===== config.mk =====
export PLATFORM = sky130hd
export DESIGN_NAME = immed_fetch_arbiter_flat
export DESIGN_NICKNAME = d
export VERILOG_FILES = /design/src/rtl/immed_fetch_arbiter_if.sv /design/src/rtl/immed_fetch_arbiter.sv /design/src/flat_wrapper.sv
export SDC_FILE = /design/constraint.sdc
export NUM_CORES = 1
export LEC_CHECK = 0
export CORE_ASPECT_RATIO = 2
export CORE_MARGIN = 1.5
export CORE_UTILIZATION = 42
export CTS_CLUSTER_DIAMETER = 50
export DETAILED_ROUTE_END_ITERATION = 8
export PLACE_DENSITY_LB_ADDON = 0.25
export SLEW_MARGIN = 20
export SYNTH_ARGS = -nofsm -noshare
export SYNTH_HDL_FRONTEND = slang
export SYNTH_SLANG_ARGS = --single-unit

===== constraint.sdc =====
create_clock -name clk -period 3.05 [get_ports clk]
set_input_delay 0.61 -clock clk [delete_from_list [all_inputs] [get_ports clk]]
set_output_delay 0.61 -clock clk [all_outputs]
set_load 0.02 [all_outputs]

===== src/rtl/immed_fetch_arbiter_if.sv =====
// immed_fetch_arbiter_if: requester, FIFO and status signals of the immediate-fetch arbiter.
// Rev 1.0 -- slave side is the arbiter, master side is its environment.
`default_nettype none

interface immed_fetch_arbiter_if;
  logic        disp_start;
  logic        disp_is_8bit;
  logic        disp_complete;
  logic        imm_start;
  logic        imm_is_8bit;
  logic        imm_complete;
  logic [15:0] immediate;
  logic        modrm_fifo_rd_en;
  logic        fifo_rd_en;
  logic [7:0]  fifo_rd_data;
  logic        fifo_empty;
  logic        flush;
  logic        busy;

  modport slave (
    input  disp_start, disp_is_8bit, imm_start, imm_is_8bit,
    input  modrm_fifo_rd_en, fifo_rd_data, fifo_empty, flush,
    output disp_complete, imm_complete, immediate, fifo_rd_en, busy
  );

  modport master (
    output disp_start, disp_is_8bit, imm_start, imm_is_8bit,
    output modrm_fifo_rd_en, fifo_rd_data, fifo_empty, flush,
    input  disp_complete, imm_complete, immediate, fifo_rd_en, busy
  );
endinterface

`default_nettype wire


===== src/rtl/immed_fetch_arbiter.sv =====
// immed_fetch_arbiter: one immediate-fetch engine shared by the ModRM (displacement) and
// opcode (immediate) decoders; pulls 1/2 LE bytes from the FIFO. Rev 1.0
`default_nettype none

module immed_fetch_arbiter #(
  parameter bit DISP_SEXT = 1'b1,
  parameter bit IMM_SEXT  = 1'b1
) (
  input  wire logic           clk,
  input  wire logic           reset,
  immed_fetch_arbiter_if.slave bus
);

  typedef enum logic [2:0] {
    S_IDLE     = 3'd0,
    S_FETCH_LO = 3'd1,
    S_LATCH_LO = 3'd2,
    S_FETCH_HI = 3'd3,
    S_LATCH_HI = 3'd4,
    S_DONE     = 3'd5
  } state_t;

  state_t      state_q, state_d;
  logic        owner_imm_q, owner_imm_d;
  logic        is_8bit_q, is_8bit_d;
  logic [7:0]  lo_q, lo_d;
  logic [15:0] immediate_q, immediate_d;
  logic        disp_complete_q, disp_complete_d;
  logic        imm_complete_q, imm_complete_d;
  logic        busy_q, busy_d;
  logic        eng_rd;
  logic        sext_sel;
  logic        ext_bit;

  assign sext_sel = owner_imm_q ? IMM_SEXT : DISP_SEXT;
  assign ext_bit  = bus.fifo_rd_data[7] & sext_sel;

  always_comb begin
    state_d         = state_q;
    owner_imm_d     = owner_imm_q;
    is_8bit_d       = is_8bit_q;
    lo_d            = lo_q;
    immediate_d     = immediate_q;
    disp_complete_d = 1'b0;
    imm_complete_d  = 1'b0;
    eng_rd          = 1'b0;

    case (state_q)
      S_IDLE: begin
        if (bus.disp_start) begin
          owner_imm_d = 1'b0;
          is_8bit_d   = bus.disp_is_8bit;
          state_d     = S_FETCH_LO;
        end else if (bus.imm_start) begin
          owner_imm_d = 1'b1;
          is_8bit_d   = bus.imm_is_8bit;
          state_d     = S_FETCH_LO;
        end
      end
      S_FETCH_LO: begin
        // The ModRM decoder's own pop always owns the port in a contended cycle.
        eng_rd = ~bus.fifo_empty & ~bus.modrm_fifo_rd_en & ~bus.flush;
        if (eng_rd) state_d = S_LATCH_LO;
      end
      S_LATCH_LO: begin
        lo_d = bus.fifo_rd_data;
        if (is_8bit_q) begin
          immediate_d     = {{8{ext_bit}}, bus.fifo_rd_data};
          disp_complete_d = ~owner_imm_q;
          imm_complete_d  = owner_imm_q;
          state_d         = S_DONE;
        end else begin
          state_d = S_FETCH_HI;
        end
      end
      S_FETCH_HI: begin
        eng_rd = ~bus.fifo_empty & ~bus.modrm_fifo_rd_en & ~bus.flush;
        if (eng_rd) state_d = S_LATCH_HI;
      end
      S_LATCH_HI: begin
        immediate_d     = {bus.fifo_rd_data, lo_q};
        disp_complete_d = ~owner_imm_q;
        imm_complete_d  = owner_imm_q;
        state_d         = S_DONE;
      end
      S_DONE: begin
        state_d = S_IDLE;
      end
      default: begin
        state_d = S_IDLE;
      end
    endcase

    // Abort wins over everything, including a fresh request in IDLE.
    if (bus.flush) begin
      state_d         = S_IDLE;
      lo_d            = lo_q;
      immediate_d     = immediate_q;
      disp_complete_d = 1'b0;
      imm_complete_d  = 1'b0;
    end

    busy_d = (state_d != S_IDLE);
  end

  always_ff @(posedge clk or posedge reset) begin
    if (reset) begin
      state_q         <= S_IDLE;
      owner_imm_q     <= 1'b0;
      is_8bit_q       <= 1'b0;
      lo_q            <= 8'h00;
      immediate_q     <= 16'h0000;
      disp_complete_q <= 1'b0;
      imm_complete_q  <= 1'b0;
      busy_q          <= 1'b0;
    end else begin
      state_q         <= state_d;
      owner_imm_q     <= owner_imm_d;
      is_8bit_q       <= is_8bit_d;
      lo_q            <= lo_d;
      immediate_q     <= immediate_d;
      disp_complete_q <= disp_complete_d;
      imm_complete_q  <= imm_complete_d;
      busy_q          <= busy_d;
    end
  end

  assign bus.fifo_rd_en    = ~reset & (bus.modrm_fifo_rd_en | eng_rd);
  assign bus.immediate     = immediate_q;
  assign bus.disp_complete = disp_complete_q;
  assign bus.imm_complete  = imm_complete_q;
  assign bus.busy          = busy_q;

endmodule

`default_nettype wire


===== src/flat_wrapper.sv =====
// flat-port wrapper written by rule: the top's interface ports become plain ports
module immed_fetch_arbiter_flat 
#(
  parameter bit DISP_SEXT = 1'b1,
  parameter bit IMM_SEXT  = 1'b1
)
  (clk, reset, bus_disp_start, bus_disp_is_8bit, bus_imm_start, bus_imm_is_8bit, bus_modrm_fifo_rd_en, bus_fifo_rd_data, bus_fifo_empty, bus_flush, bus_disp_complete, bus_imm_complete, bus_immediate, bus_fifo_rd_en, bus_busy);
  immed_fetch_arbiter_if bus_i ();
  input  wire logic clk;
  input  wire logic reset;
  input wire logic [$bits(bus_i.disp_start)-1:0] bus_disp_start;
  input wire logic [$bits(bus_i.disp_is_8bit)-1:0] bus_disp_is_8bit;
  input wire logic [$bits(bus_i.imm_start)-1:0] bus_imm_start;
  input wire logic [$bits(bus_i.imm_is_8bit)-1:0] bus_imm_is_8bit;
  input wire logic [$bits(bus_i.modrm_fifo_rd_en)-1:0] bus_modrm_fifo_rd_en;
  input wire logic [$bits(bus_i.fifo_rd_data)-1:0] bus_fifo_rd_data;
  input wire logic [$bits(bus_i.fifo_empty)-1:0] bus_fifo_empty;
  input wire logic [$bits(bus_i.flush)-1:0] bus_flush;
  output wire logic [$bits(bus_i.disp_complete)-1:0] bus_disp_complete;
  output wire logic [$bits(bus_i.imm_complete)-1:0] bus_imm_complete;
  output wire logic [$bits(bus_i.immediate)-1:0] bus_immediate;
  output wire logic [$bits(bus_i.fifo_rd_en)-1:0] bus_fifo_rd_en;
  output wire logic [$bits(bus_i.busy)-1:0] bus_busy;
  assign bus_i.disp_start = bus_disp_start;
  assign bus_i.disp_is_8bit = bus_disp_is_8bit;
  assign bus_i.imm_start = bus_imm_start;
  assign bus_i.imm_is_8bit = bus_imm_is_8bit;
  assign bus_i.modrm_fifo_rd_en = bus_modrm_fifo_rd_en;
  assign bus_i.fifo_rd_data = bus_fifo_rd_data;
  assign bus_i.fifo_empty = bus_fifo_empty;
  assign bus_i.flush = bus_flush;
  assign bus_disp_complete = bus_i.disp_complete;
  assign bus_imm_complete = bus_i.imm_complete;
  assign bus_immediate = bus_i.immediate;
  assign bus_fifo_rd_en = bus_i.fifo_rd_en;
  assign bus_busy = bus_i.busy;
  immed_fetch_arbiter #(.DISP_SEXT(DISP_SEXT), .IMM_SEXT(IMM_SEXT)) u_core (.clk(clk), .reset(reset), .bus(bus_i));
endmodule

==> flow_summary.json, run 1 <==
{
  "gp_congestion": 0.645,
  "layout_min_cycle_time_ps": 2740,
  "cap_violations": 0,
  "cts.repair_timing.setup_buffer_count": 0,
  "switching_fraction_of_total_power": 0.292,
  "track_usage": 0.157,
  "grt_first_pass_wirelength_um": 4800,
  "clk_path_buf_depth": 2,
  "count_of_inserted_antenna_diode_cells": 0,
  "power-per-cell-area_nw_per_um2": 706,
  "route.vias.total": 1028,
  "clk-insertion-delay-late_ps": 280,
  "port-buffer-count": 36,
  "fp.dieH_um": 90.2,
  "initial_antenna_violation_count": 0,
  "yosys_warnings": 0,
  "power.clock.fraction": 0.224,
  "area_growth_syn_to_layout_pct": 30.1,
  "setup_viol": 0,
  "yosys_register_bits": 32,
  "p_int_mw": 1.04,
  "worstPathCellList": "clkdlybuf4s50_1 > nor4b_1 > nor2_1 > nor2_1 > clkdlybuf4s50_1",
  "vdd_ir_drop_max_mv": 0.408,
  "cts-htree-levels": 2,
  "layout_worst_path_cycle_share": 0.900,
  "slew_headroom": 0.476,
  "fin_skew_ps": 3.33,
  "core_region_area_um2": 3650,
  "placement_rows": 31,
  "numCtsBuffers": 5,
  "measured_slew_at_the_worst_slew_check_pin_ps": 786,
  "number_of_detailed_routing_iterations_run_before_antenna_repair": 3,
  "finalSetupTns_ps": 0,
  "type_of_destination_of_the_critical_path": "output port",
  "seq_power_share": 0.429,
  "gr-total-overflow": 0,
  "power_leakage_nw": 0.859,
  "io-pin-count": 37,
  "layout-drive-gt1-share": 0.344,
  "grt_start_max_net_pins": 33,
  "power.combinational.fraction": 0.346,
  "ant_nets": 0,
  "post_cts_resize_count": 0,
  "final_report_max_slew_violation_count": 0,
  "final_area_um2": 2080,
  "post_synth_inst_count": 114,
  "start_util": 0.438,
  "rsz0062_at_grt": "false",
  "critPathKind": "input port to output port",
  "clock_tree.root_cell": "sky130_fd_sc_hd__clkbuf_8",
  "initialDrtViolationCount": 12,
  "ctsHoldBuffers": 0,
  "avgSynthCellArea_um2": 14.0,
  "die_area_um2": 4210,
  "placement.cell_area_um2": 1990,
  "critical-path-slowest-cell": "sky130_fd_sc_hd__clkdlybuf4s50_1",
  "crit_required_ps": 2440,
  "clk_pin_slew_worst_paths_ps": 60,
  "finalHoldViolCount": 0,
  "avgRoutedWirePerCell_um": 14.3,
  "fp.dieW_um": 46.6,
  "critical_path_peak_fanout": 5,
  "tritoncts_num_sinks": 32,
  "cpPeakStageDelay_ps": 610,
  "run_status": "complete, no violations",
  "yosysUniqueCellTypes": 31,
  "timing.critical_path.buf_inv": 2,
  "worst-endpoint-arrival_ps": 2130,
  "hold_path.class": "register to register",
  "drcViolationCount": 0,
  "nNetsFinal": 170,
  "timing.critical_path.max_delay_family": "buffers and inverters",
  "via_count_of_the_first_global_routing_pass": 1045,
  "power.net_switching_uw": 428,
  "place.detailed.hpwl_um": 2060,
  "synth.cell_area_um2": 1600,
  "yosysSeqAreaShare": 0.501,
  "synth_fp_nets": 131,
  "worst_setup_sp_type": "input port",
  "fmax_ghz": 0.364,
  "nFillCells": 328,
  "drt_wl_total_um": 2900,
  "tritoncts": "done",
  "viasPerCell": 5.06
}
## Yosys cell counts, drive strengths merged
cell type,number,area share
a2111oi,1,0.0055
a211oi,2,0.017
a21oi,3,0.0094
a31oi,2,0.0078
and2,1,0.0039
and2b,1,0.0047
buf,5,0.027
clkbuf,2,0.0070
dfrtp,32,0.50
inv,2,0.0047
mux2,39,0.29
nand2b,1,0.0039
nand3b,1,0.013
nor2,4,0.0094
nor2b,4,0.016
nor3,3,0.0094
nor3b,2,0.016
nor4b,3,0.026
o21a,1,0.0047
o21ai,3,0.0094
o31a,1,0.0055
or3b,1,0.0055
## power groups by stage
stage | combinational, mW | sequential (mW) | clock [mW]
floorplan | 0.184 | 0.730 | 0
global placement | 0.505 | 0.632 | 0
detailed placement | 0.514 | 0.639 | 0
CTS | 0.515 | 0.631 | 0.344
global route | 0.537 | 0.646 | 0.362
finish | 0.508 | 0.630 | 0.329
## per-layer routing
layer,vias to the layer above,GRT usage,routed length [um]
met5,-,0,0
met2,27,0.257,1530
met1,509,0.175,1190
met4,0,0.0833,73
li1,485,-,-
met3,7,0.0422,107
## final cells by class
class	instances	area [um2]	share of cell area
clock buffers	8	90.1	0.0433
repair buffers	39	383	0.184
multi-input cells	73	736	0.354
inverters	2	7.51	0.00361
well taps	49	61.3	0.0295
flip-flops and latches	32	801	0.385
## state kept, by name, indices dropped and copies added, names as in the netlist
register	count
u_core.lo_q	8
u_core.bus.busy	1
u_core.bus.disp_complete	1
u_core.owner_imm_q	1
u_core.bus.imm_complete	1
u_core.state_q	3
u_core.bus.immediate	16
u_core.is_8bit_q	1
## cells in the final DEF, fill, tap and decap left out, types with 2 or more instances in the layout
cell,n
sky130_fd_sc_hd__o21ai_0,3
sky130_fd_sc_hd__mux2_4,8
sky130_fd_sc_hd__nor2b_1,4
sky130_fd_sc_hd__a21oi_1,3
sky130_fd_sc_hd__nor3_1,3
sky130_fd_sc_hd__mux2_2,31
sky130_fd_sc_hd__inv_1,2
sky130_fd_sc_hd__clkbuf_8,6
sky130_fd_sc_hd__nor4b_1,2
sky130_fd_sc_hd__dfrtp_1,32
sky130_fd_sc_hd__a31oi_1,2
sky130_fd_sc_hd__clkbuf_1,2
sky130_fd_sc_hd__clkdlybuf4s50_1,36
sky130_fd_sc_hd__nor2_1,4
sky130_fd_sc_hd__buf_4,3
## kinds of logic after synthesis
group                  share of synthesized area
AND/OR/NAND/NOR                            0.107
flip-flops                                 0.501
buffers and inverters                     0.0384
multiplexers                               0.294
AO/OA/AOI/OAI                             0.0595
## worst paths after layout
check	depth (start not counted)	slack, ps	end	from
max	5	310	bus_fifo_rd_en	bus_fifo_empty
min	1	450	u_core.bus.disp_complete	u_core.owner_imm_q
max reg2reg	3	940	u_core.bus.immediate[13]	u_core.state_q[2]
min reg2reg	1	450	u_core.bus.disp_complete	u_core.owner_imm_q
max in group asynchronous	3	2000	u_core.bus.immediate[14]	reset
min in group asynchronous	3	760	u_core.bus.immediate[3]	reset
## per-stage QoR
step / instances / setup WS, ps / hold WS [ps] / power, mW / utilization
6_report: 203 / 306 / 452 / 1.47 / 0.570
5_1_grt: 203 / 198 / 488 / 1.55 / 0.570
4_1_cts: 203 / 294 / 460 / 1.49 / 0.570
3_5_place_dp: 195 / 300 / 450 / 1.15 / 0.545
3_3_place_gp: 195 / 310 / 448 / 1.14 / 0.545
2_1_floorplan: 114 / 1040 / 417 / 0.914 / -
No activity file was read; power rests on OpenSTA's default activity.
==> inputs of run 2 (changes only) <==
--- a/config.mk
+++ b/config.mk
@@ -7,10 +7,11 @@
 export LEC_CHECK = 0
 export CORE_ASPECT_RATIO = 2
 export CORE_MARGIN = 1.5
-export CORE_UTILIZATION = 42
+export CORE_UTILIZATION = 43
 export CTS_CLUSTER_DIAMETER = 50
 export DETAILED_ROUTE_END_ITERATION = 8
 export PLACE_DENSITY_LB_ADDON = 0.25
+export RECOVER_POWER = 100
 export SLEW_MARGIN = 20
 export SYNTH_ARGS = -nofsm -noshare
 export SYNTH_HDL_FRONTEND = slang
==> flow_summary.json, run 2 (synthesized netlist as in run 1, its figures left out) <==
{
  "run_status": "finished, violations left",
  "failing_checks": "capacitance limit, slew limit",
  "placement_rows": 31,
  "crit_required_ps": 2440,
  "power_leakage_nw": 0.873,
  "fp.dieW_um": 46.1,
  "track_usage": 0.166,
  "setup_viol": 0,
  "viasPerCell": 5.02,
  "worst_setup_sp_type": "input port",
  "place.detailed.hpwl_um": 2110,
  "clk-insertion-delay-late_ps": 280,
  "finalHoldViolCount": 0,
  "pre_cts_ws_ps": 274,
  "numCtsBuffers": 5,
  "hold_path.class": "register to register",
  "cts-htree-levels": 2,
  "area_growth_syn_to_layout_pct": 27.5,
  "grt-busiest-layer": "met2",
  "power.combinational.fraction": 0.322,
  "post_layout_nonfiller_instances": 203,
  "ctsHoldBuffers": 0,
  "die_area_um2": 4110,
  "fp.dieH_um": 89.2,
  "cap_violations": 1,
  "seq_power_share": 0.442,
  "p_int_uw": 983,
  "avgRoutedWirePerCell_um": 14.2,
  "power.clock.fraction": 0.236,
  "slew_headroom": -0.134,
  "gp_congestion": 0.659,
  "setup_ws_ps": 201,
  "tritoncts_num_sinks": 32,
  "gr-usage-met1": 0.170,
  "dpl.cell_count": 195,
  "layout-drive-gt1-share": 0.292,
  "cts.repair_timing.setup_buffer_count": 0,
  "measured_slew_at_the_worst_slew_check_pin_ps": 1700,
  "layout.cells.most_common_list": "sky130_fd_sc_hd__dfrtp_1, sky130_fd_sc_hd__mux2_2, sky130_fd_sc_hd__dlygate4sd3_1",
  "grt_start_max_net_pins": 33,
  "core_region_area_um2": 3570,
  "nNetsFinal": 170,
  "cpPeakStageDelay_ps": 670,
  "initial_antenna_violation_count": 0,
  "clk_path_buf_depth": 2,
  "drt_wl_total_um": 2890,
  "post_cts_resize_count": 0,
  "power-per-cell-area_nw_per_um2": 690,
  "count_of_inserted_antenna_diode_cells": 0,
  "fin_skew_ps": 4.42,
  "globalRouteMet2Util": 0.289,
  "power.net_switching_uw": 422,
  "io-pin-count": 37,
  "number_of_detailed_routing_iterations_run_before_antenna_repair": 4,
  "worstPathCellList": "dlygate4sd3_1 > nor4b_1 > nor2_1 > nor2_1 > dlygate4sd3_1",
  "ant_nets": 0,
  "clock_tree.root_cell": "sky130_fd_sc_hd__clkbuf_8",
  "critical-path-slowest-cell": "sky130_fd_sc_hd__dlygate4sd3_1",
  "layout_worst_path_cycle_share": 0.934,
  "via_count_of_the_first_global_routing_pass": 1145,
  "layout_min_cycle_time_ps": 2850,
  "route.vias.total": 1019,
  "rsz0062_at_grt": "false",
  "type_of_destination_of_the_critical_path": "output port",
  "clk_pin_slew_worst_paths_ps": 60,
  "worst-endpoint-arrival_ps": 2240,
  "critical_path_peak_fanout": 2,
  "finalSetupTns_ps": 0,
  "port-buffer-count": 36,
  "grt_first_pass_wirelength_um": 4880,
  "final_report_max_slew_violation_count": 33,
  "drcViolationCount": 0,
  "layout.cells.most_common": "sky130_fd_sc_hd__dfrtp_1",
  "fmax_ghz": 0.351,
  "gr-total-overflow": 0,
  "tritoncts": "done",
  "vdd_ir_drop_max_mv": 0.462,
  "grt_util_met3": 0.0566,
  "switching_fraction_of_total_power": 0.300,
  "initialDrtViolationCount": 25,
  "critPathKind": "input port to output port",
  "start_util": 0.448,
  "largest_register_ffs": 16
}
## run 2: area by class of cell
class,count,area (um2)
multi-input combinational,73,689
clock buffer,8,90.1
tap,49,61.3
sequential,32,801
timing repair buffer,39,388
inverter,2,7.51
fill,318,1530
## run 2: power groups by stage
stage | clock [mW] | combinational (mW) | sequential [mW]
2_1_floorplan | 0 | 0.184 | 0.730
3_3_place_gp | 0 | 0.505 | 0.633
3_5_place_dp | 0 | 0.516 | 0.639
4_1_cts | 0.342 | 0.517 | 0.631
5_1_grt | 0.366 | 0.489 | 0.638
6_report | 0.332 | 0.452 | 0.621
## run 2: metal layers
metal,up-vias,wire length (um)
li1,488,-
met1,499,1080
met2,27,1620
met3,5,141
met4,0,46
met5,-,0
## run 2: per-stage QoR
stage	power, mW	hold slack (ps)	cell area [um2]	utilization
final	1.41	446	2040	0.571
after global routing	1.49	457	2040	0.571
after CTS	1.49	453	2090	0.586
after detailed placement	1.16	441	2000	0.561
after global placement	1.14	451	2000	0.561
after floorplan	0.914	417	1600	-
## run 2: worst paths after layout
path | from | endpoint | slack [ps] | depth (start not counted)
min reg2reg | u_core.owner_imm_q | u_core.bus.disp_complete | 450 | 1
max | bus_flush | bus_fifo_rd_en | 200 | 5
min | u_core.owner_imm_q | u_core.bus.disp_complete | 450 | 1
max in group asynchronous | reset | u_core.bus.immediate[5] | 670 | 3
min in group asynchronous | reset | u_core.bus.immediate[7] | 1400 | 3
max reg2reg | u_core.state_q[2] | u_core.bus.immediate[0] | 630 | 3
## run 2: critical path: cells and delay by family
kind,cells,cell delay (ps)
and+or+nand+nor,3,410
buffers and inverters,2,1220
==> inputs of run 3 (changes only) <==
--- a/config.mk
+++ b/config.mk
@@ -10,6 +10,7 @@
 export CORE_UTILIZATION = 43
 export CTS_CLUSTER_DIAMETER = 50
 export DETAILED_ROUTE_END_ITERATION = 8
+export GPL_TIMING_DRIVEN = 0
 export PLACE_DENSITY_LB_ADDON = 0.25
 export RECOVER_POWER = 100
 export SLEW_MARGIN = 20
==> flow_summary.json, run 3 (synthesized netlist as in run 1, its figures left out) <==
{
  "timing.critical_path.buf_inv": 2,
  "fp.dieH_um": 89.2,
  "critPathMostFrequentCell": "sky130_fd_sc_hd__nor2_1",
  "layout.cells.most_common_list": "sky130_fd_sc_hd__dfrtp_1, sky130_fd_sc_hd__mux2_2, sky130_fd_sc_hd__dlygate4sd3_1",
  "run_status": "complete, no violations",
  "worst_setup_sp_type": "input port",
  "fmax_ghz": 0.351,
  "clock_tree.root_cell": "sky130_fd_sc_hd__clkbuf_8",
  "final_report_max_slew_violation_count": 0,
  "timing.critical_path.max_delay_family": "buffers and inverters",
  "drt_wl_total_um": 2850,
  "port-buffer-count": 34,
  "layout_min_cycle_time_ps": 2850,
  "critical_path_peak_fanout": 5,
  "initial_antenna_violation_count": 0,
  "type_of_destination_of_the_critical_path": "output port",
  "critPathKind": "input port to output port",
  "nNetsFinal": 172,
  "tritoncts": "done",
  "start_util": 0.448,
  "post_layout_nonfiller_instances": 205,
  "ctsHoldBuffers": 0,
  "cts-htree-levels": 2,
  "nFillCells": 332,
  "route.vias.total": 1030,
  "gp_congestion": 0.683,
  "rsz0062_at_grt": "false",
  "crit_required_ps": 2440,
  "power_leakage_nw": 0.844,
  "worst-endpoint-arrival_ps": 2240,
  "grt_start_max_net_pins": 33,
  "initialDrtViolationCount": 10,
  "worstPathCellList": "clkdlybuf4s50_1 > nor4b_1 > nor2_1 > nor2_1 > dlygate4sd3_1",
  "vdd_ir_drop_max_mv": 0.346,
  "place.detailed.hpwl_um": 2120,
  "fin_skew_ps": 3.33,
  "count_of_inserted_antenna_diode_cells": 0,
  "layout-drive-gt1-share": 0.269,
  "placement_rows": 31,
  "number_of_detailed_routing_iterations_run_before_antenna_repair": 3,
  "cpPeakStageDelay_ps": 680,
  "clk-insertion-delay-late_ps": 280,
  "largest_register_ffs": 16,
  "io-pin-count": 37,
  "via_count_of_the_first_global_routing_pass": 1059,
  "area_growth_syn_to_layout_pct": 25.4,
  "clk_pin_slew_worst_paths_ps": 60,
  "dpl.cell_count": 197,
  "hold_path.class": "register to register",
  "cap_violations": 0,
  "finalSetupTns_ps": 0,
  "layout_worst_path_cycle_share": 0.933,
  "slew_headroom": 0.0348,
  "track_usage": 0.171,
  "cts.repair_timing.setup_buffer_count": 0,
  "ant_nets": 0,
  "finalHoldViolCount": 0,
  "tritoncts_num_sinks": 32,
  "numCtsBuffers": 5,
  "viasPerCell": 5.02,
  "critical-path-slowest-cell": "sky130_fd_sc_hd__dlygate4sd3_1",
  "post_cts_resize_count": 0,
  "measured_slew_at_the_worst_slew_check_pin_ps": 1440,
  "layout.cells.most_common": "sky130_fd_sc_hd__dfrtp_1",
  "overall_power_after_layout_mw": 1.39,
  "grt_first_pass_wirelength_um": 4860,
  "clk_path_buf_depth": 2,
  "drcViolationCount": 0,
  "setup_viol": 0,
  "whs_ps": 465,
  "fp.dieW_um": 46.1,
  "avgRoutedWirePerCell_um": 13.9,
  "power-per-cell-area_nw_per_um2": 692,
  "die_area_um2": 4110,
  "gr-total-overflow": 0,
  "core_region_area_um2": 3570
}
==> run 3: layout make-up <==
cell class / count / area [um2] / share of cell area
plain buffers: 7 / 42.5 / 0.0212
clock buffers: 8 / 90.1 / 0.0450
inverters: 2 / 7.51 / 0.00375
multi-input cells: 73 / 661 / 0.330
flip-flops and latches: 32 / 801 / 0.400
well taps: 49 / 61.3 / 0.0306
repair buffers: 34 / 340 / 0.170
==> run 3: metrics by stage <==
stage	util	setup slack [ps]	area, um2
finish	0.561	203	2000
global route	0.561	70.9	2000
floorplan	-	1040	1600
CTS	0.586	251	2090
global placement	0.560	310	2000
detailed placement	0.560	267	2000
==> run 3: metal layers <==
metal  share of wire  routed length [um]  GRT usage
met5               0                   0          0
met3           0.041                 117     0.0444
met1            0.36                1030      0.178
met2            0.56                1600      0.288
met4           0.034                  98      0.109
==> run 3: worst paths after layout <==
path,startpoint,end,slack [ps],cells after the start
setup / recovery,bus_fifo_empty,bus_fifo_rd_en,200,5
hold / removal,u_core.owner_imm_q,u_core.bus.disp_complete,460,1
setup reg to reg,u_core.state_q[2],u_core.bus.immediate[14],290,5
hold reg to reg,u_core.owner_imm_q,u_core.bus.disp_complete,460,1
max in group asynchronous,reset,u_core.bus.imm_complete,1220,2
min in group asynchronous,reset,u_core.bus.immediate[7],1100,2
==> run 3: report_power, final <==
part           total (mW)  internal, mW  switching [mW]
clock network       0.331         0.184           0.147
registers           0.616         0.554          0.0615
logic               0.440         0.231           0.209
